`src/rtl/alu_op_sequencer.sv`:
```
// Hardwired T0-T6 control sequencer for register-register ALU instructions with a start/done
// handshake to the multi-cycle MUL/DIV unit. Optional watchdog in T4W: define SEQ_TIMEOUT_EN.
module alu_op_sequencer #(
  parameter int unsigned MEM_WAIT = 1,
  parameter logic [4:0]  OP_ADD   = 5'b00011,
  parameter logic [4:0]  OP_SUB   = 5'b00100,
  parameter logic [4:0]  OP_AND   = 5'b00101,
  parameter logic [4:0]  OP_OR    = 5'b00110,
  parameter logic [4:0]  OP_MUL   = 5'b01000,
  parameter logic [4:0]  OP_DIV   = 5'b01001,
  parameter int unsigned TIMEOUT  = 64
) (
  input  logic        Clock,
  input  logic        Reset,
  input  logic        Run,
  input  logic [31:0] IR,
  input  logic        AluDone,
  output logic        PCout,
  output logic        ZLowout,
  output logic        ZHighout,
  output logic        MDRout,
  output logic        MARin,
  output logic        PCin,
  output logic        MDRin,
  output logic        IRin,
  output logic        Yin,
  output logic        Zin,
  output logic        HIin,
  output logic        LOin,
  output logic        IncPC,
  output logic        Read,
  output logic [15:0] Rout,
  output logic [15:0] Rin,
  output logic [4:0]  AluOp,
  output logic        AluStart,
  output logic        Busy,
  output logic        InstrDone,
  output logic        IllegalOp,
  output logic        Fault
);

  localparam int unsigned WAIT_W = (MEM_WAIT > 1) ? $clog2(MEM_WAIT) : 1;

  typedef enum logic [3:0] {IDLE, T0, T1, T2, T3, T4, T4W, T5, T6} state_t;

  state_t              state_q, state_d;
  logic [WAIT_W-1:0]   wait_cnt_q, wait_cnt_d;
  logic                fault_q;

  logic [4:0] opcode;
  logic [3:0] ra, rb, rc;
  logic       is_single, is_multi, is_legal;
  logic       unused_ir;

  assign opcode    = IR[31:27];
  assign ra        = IR[26:23];
  assign rb        = IR[22:19];
  assign rc        = IR[18:15];
  assign unused_ir = ^IR[14:0];
  assign is_single = (opcode == OP_ADD) || (opcode == OP_SUB) ||
                     (opcode == OP_AND) || (opcode == OP_OR);
  assign is_multi  = (opcode == OP_MUL) || (opcode == OP_DIV);
  assign is_legal  = is_single || is_multi;

`ifdef SEQ_TIMEOUT_EN
  localparam int unsigned TO_W = (TIMEOUT > 1) ? $clog2(TIMEOUT) : 1;
  logic [TO_W-1:0] to_cnt_q, to_cnt_d;
  logic            fault_d;

  always_ff @(posedge Clock) begin
    if (Reset) begin
      to_cnt_q <= '0;
      fault_q  <= 1'b0;
    end else begin
      to_cnt_q <= to_cnt_d;
      fault_q  <= fault_d;
    end
  end
`else
  logic [31:0] unused_timeout;
  assign unused_timeout = TIMEOUT;
  assign fault_q        = 1'b0;
`endif

  assign Fault = fault_q;

  always_ff @(posedge Clock) begin
    if (Reset) begin
      state_q    <= IDLE;
      wait_cnt_q <= '0;
    end else begin
      state_q    <= state_d;
      wait_cnt_q <= wait_cnt_d;
    end
  end

  always_comb begin
    state_d    = state_q;
    wait_cnt_d = '0;
`ifdef SEQ_TIMEOUT_EN
    to_cnt_d   = '0;
    fault_d    = fault_q;
`endif
    case (state_q)
      IDLE: if (Run && !fault_q) state_d = T0;
      T0:   state_d = T1;
      T1: begin
        if (wait_cnt_q == WAIT_W'(MEM_WAIT - 1)) state_d = T2;
        else wait_cnt_d = wait_cnt_q + WAIT_W'(1);
      end
      T2:   state_d = T3;
      T3:   state_d = is_legal ? T4 : (Run ? T0 : IDLE);
      T4:   state_d = is_multi ? T4W : T5;
      T4W: begin
        if (AluDone) state_d = T5;
`ifdef SEQ_TIMEOUT_EN
        else if (to_cnt_q == TO_W'(TIMEOUT - 1)) begin
          state_d = IDLE;
          fault_d = 1'b1;
        end else to_cnt_d = to_cnt_q + TO_W'(1);
`endif
      end
      T5:      state_d = is_multi ? T6 : (Run ? T0 : IDLE);
      T6:      state_d = Run ? T0 : IDLE;
      default: state_d = IDLE;
    endcase
  end

  // Strobes decode the registered state; only Zin in T4W follows AluDone in the same cycle.
  always_comb begin
    PCout = 1'b0; ZLowout = 1'b0; ZHighout = 1'b0; MDRout = 1'b0;
    MARin = 1'b0; PCin = 1'b0; MDRin = 1'b0; IRin = 1'b0; Yin = 1'b0;
    Zin = 1'b0; HIin = 1'b0; LOin = 1'b0; IncPC = 1'b0; Read = 1'b0;
    Rout = '0; Rin = '0; AluOp = '0; AluStart = 1'b0;
    InstrDone = 1'b0; IllegalOp = 1'b0;
    Busy = (state_q != IDLE);
    case (state_q)
      T0: begin
        PCout = 1'b1; MARin = 1'b1; IncPC = 1'b1; Zin = 1'b1;
      end
      T1: begin
        ZLowout = 1'b1; Read = 1'b1; MDRin = 1'b1;
        PCin    = (wait_cnt_q == '0);
      end
      T2: begin
        MDRout = 1'b1; IRin = 1'b1;
      end
      T3: begin
        if (is_legal) begin
          Rout = 16'h0001 << rb;
          Yin  = 1'b1;
        end else IllegalOp = 1'b1;
      end
      T4: begin
        Rout     = 16'h0001 << rc;
        AluOp    = opcode;
        Zin      = is_single;
        AluStart = is_multi;
      end
      T4W: begin
        Rout  = 16'h0001 << rc;
        AluOp = opcode;
        Zin   = AluDone;
      end
      T5: begin
        ZLowout = 1'b1;
        if (is_multi) LOin = 1'b1;
        else begin
          Rin       = 16'h0001 << ra;
          InstrDone = 1'b1;
        end
      end
      T6: begin
        ZHighout = 1'b1; HIin = 1'b1; InstrDone = 1'b1;
      end
      default: ;
    endcase
  end

endmodule

```
`config.mk`:
```
export PLATFORM = sky130hd
export DESIGN_NAME = alu_op_sequencer
export DESIGN_NICKNAME = d
export VERILOG_FILES = /design/src/rtl/alu_op_sequencer.sv
export SDC_FILE = /design/constraint.sdc
export NUM_CORES = 1
export LEC_CHECK = 0
export ABC_AREA = 0
export ABC_CLOCK_PERIOD_IN_PS = 2000
export CAP_MARGIN = 15
export CORE_ASPECT_RATIO = 0.8
export CORE_MARGIN = 2
export CORE_UTILIZATION = 31
export CTS_BUF_LIST = sky130_fd_sc_hd__clkbuf_8
export DETAILED_ROUTE_END_ITERATION = 7
export GPL_ROUTABILITY_DRIVEN = 0
export PLACE_DENSITY_LB_ADDON = 0.25
export SYNTH_ARGS = -nofsm -noshare
export SYNTH_HDL_FRONTEND = slang
export SYNTH_SLANG_ARGS = --single-unit
```
`constraint.sdc`:
```
create_clock -name Clock -period 2 [get_ports Clock]
set_input_delay 0.4 -clock Clock [delete_from_list [all_inputs] [get_ports Clock]]
set_output_delay 0.4 -clock Clock [all_outputs]
set_load 0.03 [all_outputs]
```
==> impl_results.md <==
* CTS Buffer Depth at 2
* Cells after DPL at 291
* Maximum ir drop on the vdd rail at 0.286 mV
* Slew HR at 0.653
* Design Area, Final at ~2800 sq um
* Crit-path max FO at 5
* WHS Endpoint: state_q[3]
* Clock-pin slew on the worst setup and hold paths at 0.04 ns
* Min Tclk post-route at 2.53 ns
* Routed WL at roughly 8200 um
* Total number of vias at 1995
* Count of clock tree sinks at 5
* Final cell utilization of the core at 0.936
* Max-Cap Viols at 0
* Placement Cell Area at ~2100 sq um
* Max Freq at 395 MHz
* Failing checks: negative setup slack
* Number of rows created at floorplan at 18
* Fin. max-slew vios at 0
* Vias/cell at a little over 6
* Worst slew pin tran at 0.520 ns
* Final-layout fill cell count at between 80 and 90
* H-tree level count at 1
* Die Area at 3570 sq um
* CP Class: flop to output port
* EDFF count, synth at 0
* # IOs at 92
* Die W at 66.3 um
* Setup Skew at around 0.0045 ns
* Final Non-Filler Cells at 325
* Layout cell share with drive strength beyond 1 at 0.667
* Crit. End Element: output port
* Tot GR Track Use at 0.324
* Hold Vio Cnt, Final at 0
* Syn Inst Count at 150
* Status: finished with violations
* Setup ws final at -0.532 ns
* CTS tree: yes
* Total power at between 1 and 1.5 mW
* WL/cell at approximately 25 um
* ANT cells at 0
* Most frequent cells after synthesis: nor2_1, nand2_1, nand2b_1
* Lkg Pwr at 1.27 nW
* Hold Path Class: input pin to flop
* CTS Hold Buffers Added at 0
* Synth unique cells at 39
* Area of the multi-input gates at 1250 sq um
* Top FF cell, synth: dfxtp_1
* FF+latch count, synth at 5
* Total CTS buffers at 3
* Reg-to-reg startpoint: state_q[0]
* CP startpoint kind: flop
* First-pass GRT wire length at 8590 um
* Die height at 53.8 um
* Syn-to-layout area delta at 193%
* Worst reg2reg setup slack at 0.19 ns
* Reg2reg end: state_q[0]
* Critical Path RT at 1.60 ns
* Worst R2R Path Depth at 8
* Register area share after synthesis at 0.104
* Yosys warns at 0
* Post-detail-place hpwl at 3400 um
* IO buf count at 75
* Setup violators final at 40
* Core area at 3020 sq um
* Global route overflow at 0
* Hold Startpoint: IR[29]
* Clock Latency Late Sink at 0.23 ns
* Pin count of the biggest net entering global routing at 13
* Mean post-synth cell area at about 6.4 sq um
* Post-route DRC at 0
* Sequential cell area at 106 sq um
* Hold Path Stages at 4
* Final period utilization at 1.27
* Root Driver: clkbuf_8
* Setup_tns at -10.33 ns
* Count leader, synth: nor2_1
* Initial DRC Count at 188
* Antenna Nets Post-Route at 0
* FFs w/ async S/R, synth at 0
* Iteration count of the initial detailed-routing pass at 5
* Synth top area cells: dfxtp_1, nor2_1, nand2b_1
* Final #Nets at 322
* Pwr dens at about 460 nW/um^2
* Antenna violations before repair at 0
* Starting Density at 0.319
* Vias in the first global route at 1747
* Top cell type by total area after synthesis: dfxtp_1
* Critical Path AT at approximately 2.1 ns
* RSZ-0062 raised after global routing: true
* Top-area cell type share of the netlist area at 0.104
* Mapped cell area at 962 sq um
==> timing repair <==
action / CTS / global route
gates resized for setup: 157 / 88
buffers inserted: 21 / 11
gates cloned: 2 / 0
endpoints found under the setup margin: 46 / 44
pin swaps: 13 / 19
hold endpoints to repair: 0 / 0
==> routing by layer <==
layer  wire [um]  track usage  up-vias
li1            -            -      808
met1        3020        0.390      936
met2        3710        0.588      182
met3         803       0.0272       69
met4         638        0.156        0
met5           0            0        -
==> report_power, final <==
part / switching [mW] / internal, mW / total, mW / leakage [nW]
sequential: 0.0176 / 0.124 / 0.141 / 0.0428
combinational: 0.574 / 0.384 / 0.957 / 1.20
clock: 0.0619 / 0.133 / 0.194 / 0.0269
==> worst max path at each step <==
stage                           from        to  slack [ns]  cells past startpoint
final                     state_q[0]   Rout[6]       -0.53                      8
after global routing      state_q[0]   Rout[6]       -0.53                      8
after global placement        IR[28]    Rin[4]       -0.82                      6
after detailed placement      IR[28]    Rin[1]       -0.93                      6
after CTS                     IR[29]   Rout[9]       -0.54                      9
after floorplan               IR[30]  Rout[14]       -0.20                      5
==> final cells by class <==
cell class                      count  area share
Clock buffer                        3      0.0146
Clock inverter                      1     0.00133
Multi-Input combinational cell    129       0.441
Sequential cell                     5      0.0377
Tap cell                           40      0.0177
Timing Repair Buffer              143       0.482
Inverter                            4     0.00532
==> placed cells by master (no fill, tap or decap), types with 4 or more instances in the layout <==
cell type	netlist	routed
nand2b_1	11	10
nand3_1	6	4
nand2_1	18	17
o31ai_4	0	8
nor2b_1	7	4
and2_4	0	4
inv_1	4	4
buf_6	1	58
nor2_4	0	12
nor2_1	23	10
o41ai_4	0	4
clkdlybuf4s50_1	0	14
nor3_1	8	4
buf_4	6	64
==> worst max-delay path, stage by stage, from the launching register on <==
cell	delay, ns
dfxtp_4	0.35
buf_6	0.14
nor2b_4	0.14
nand2_2	0.08
or3_4	0.43
buf_6	0.16
buf_8	0.13
o31ai_4	0.29
buf_6	0.18
==> cells by family after synthesis <==
| group | count (synthesis) | synth area share |
|---|---|---|
| xor+xnor | 3 | 0.0273 |
| simple gates | 96 | 0.525 |
| compound gates | 28 | 0.228 |
| flops | 5 | 0.104 |
| other cells | 1 | 0.00390 |
| buf+inv | 17 | 0.112 |
==> state kept, by name, summed over array words and instances, names as in the netlist <==
register and count:
state_q 4, wait_cnt_q 1
==> metrics by stage <==
stage | setup slack [ns] | hold WS [ns]
3_3_place_gp | -0.819 | 0.599
3_5_place_dp | -0.932 | 0.613
6_report | -0.532 | 0.600
5_1_grt | -0.529 | 0.603
4_1_cts | -0.536 | 0.558
2_1_floorplan | -0.200 | 0.469
Power figures use the tool's default switching activity.
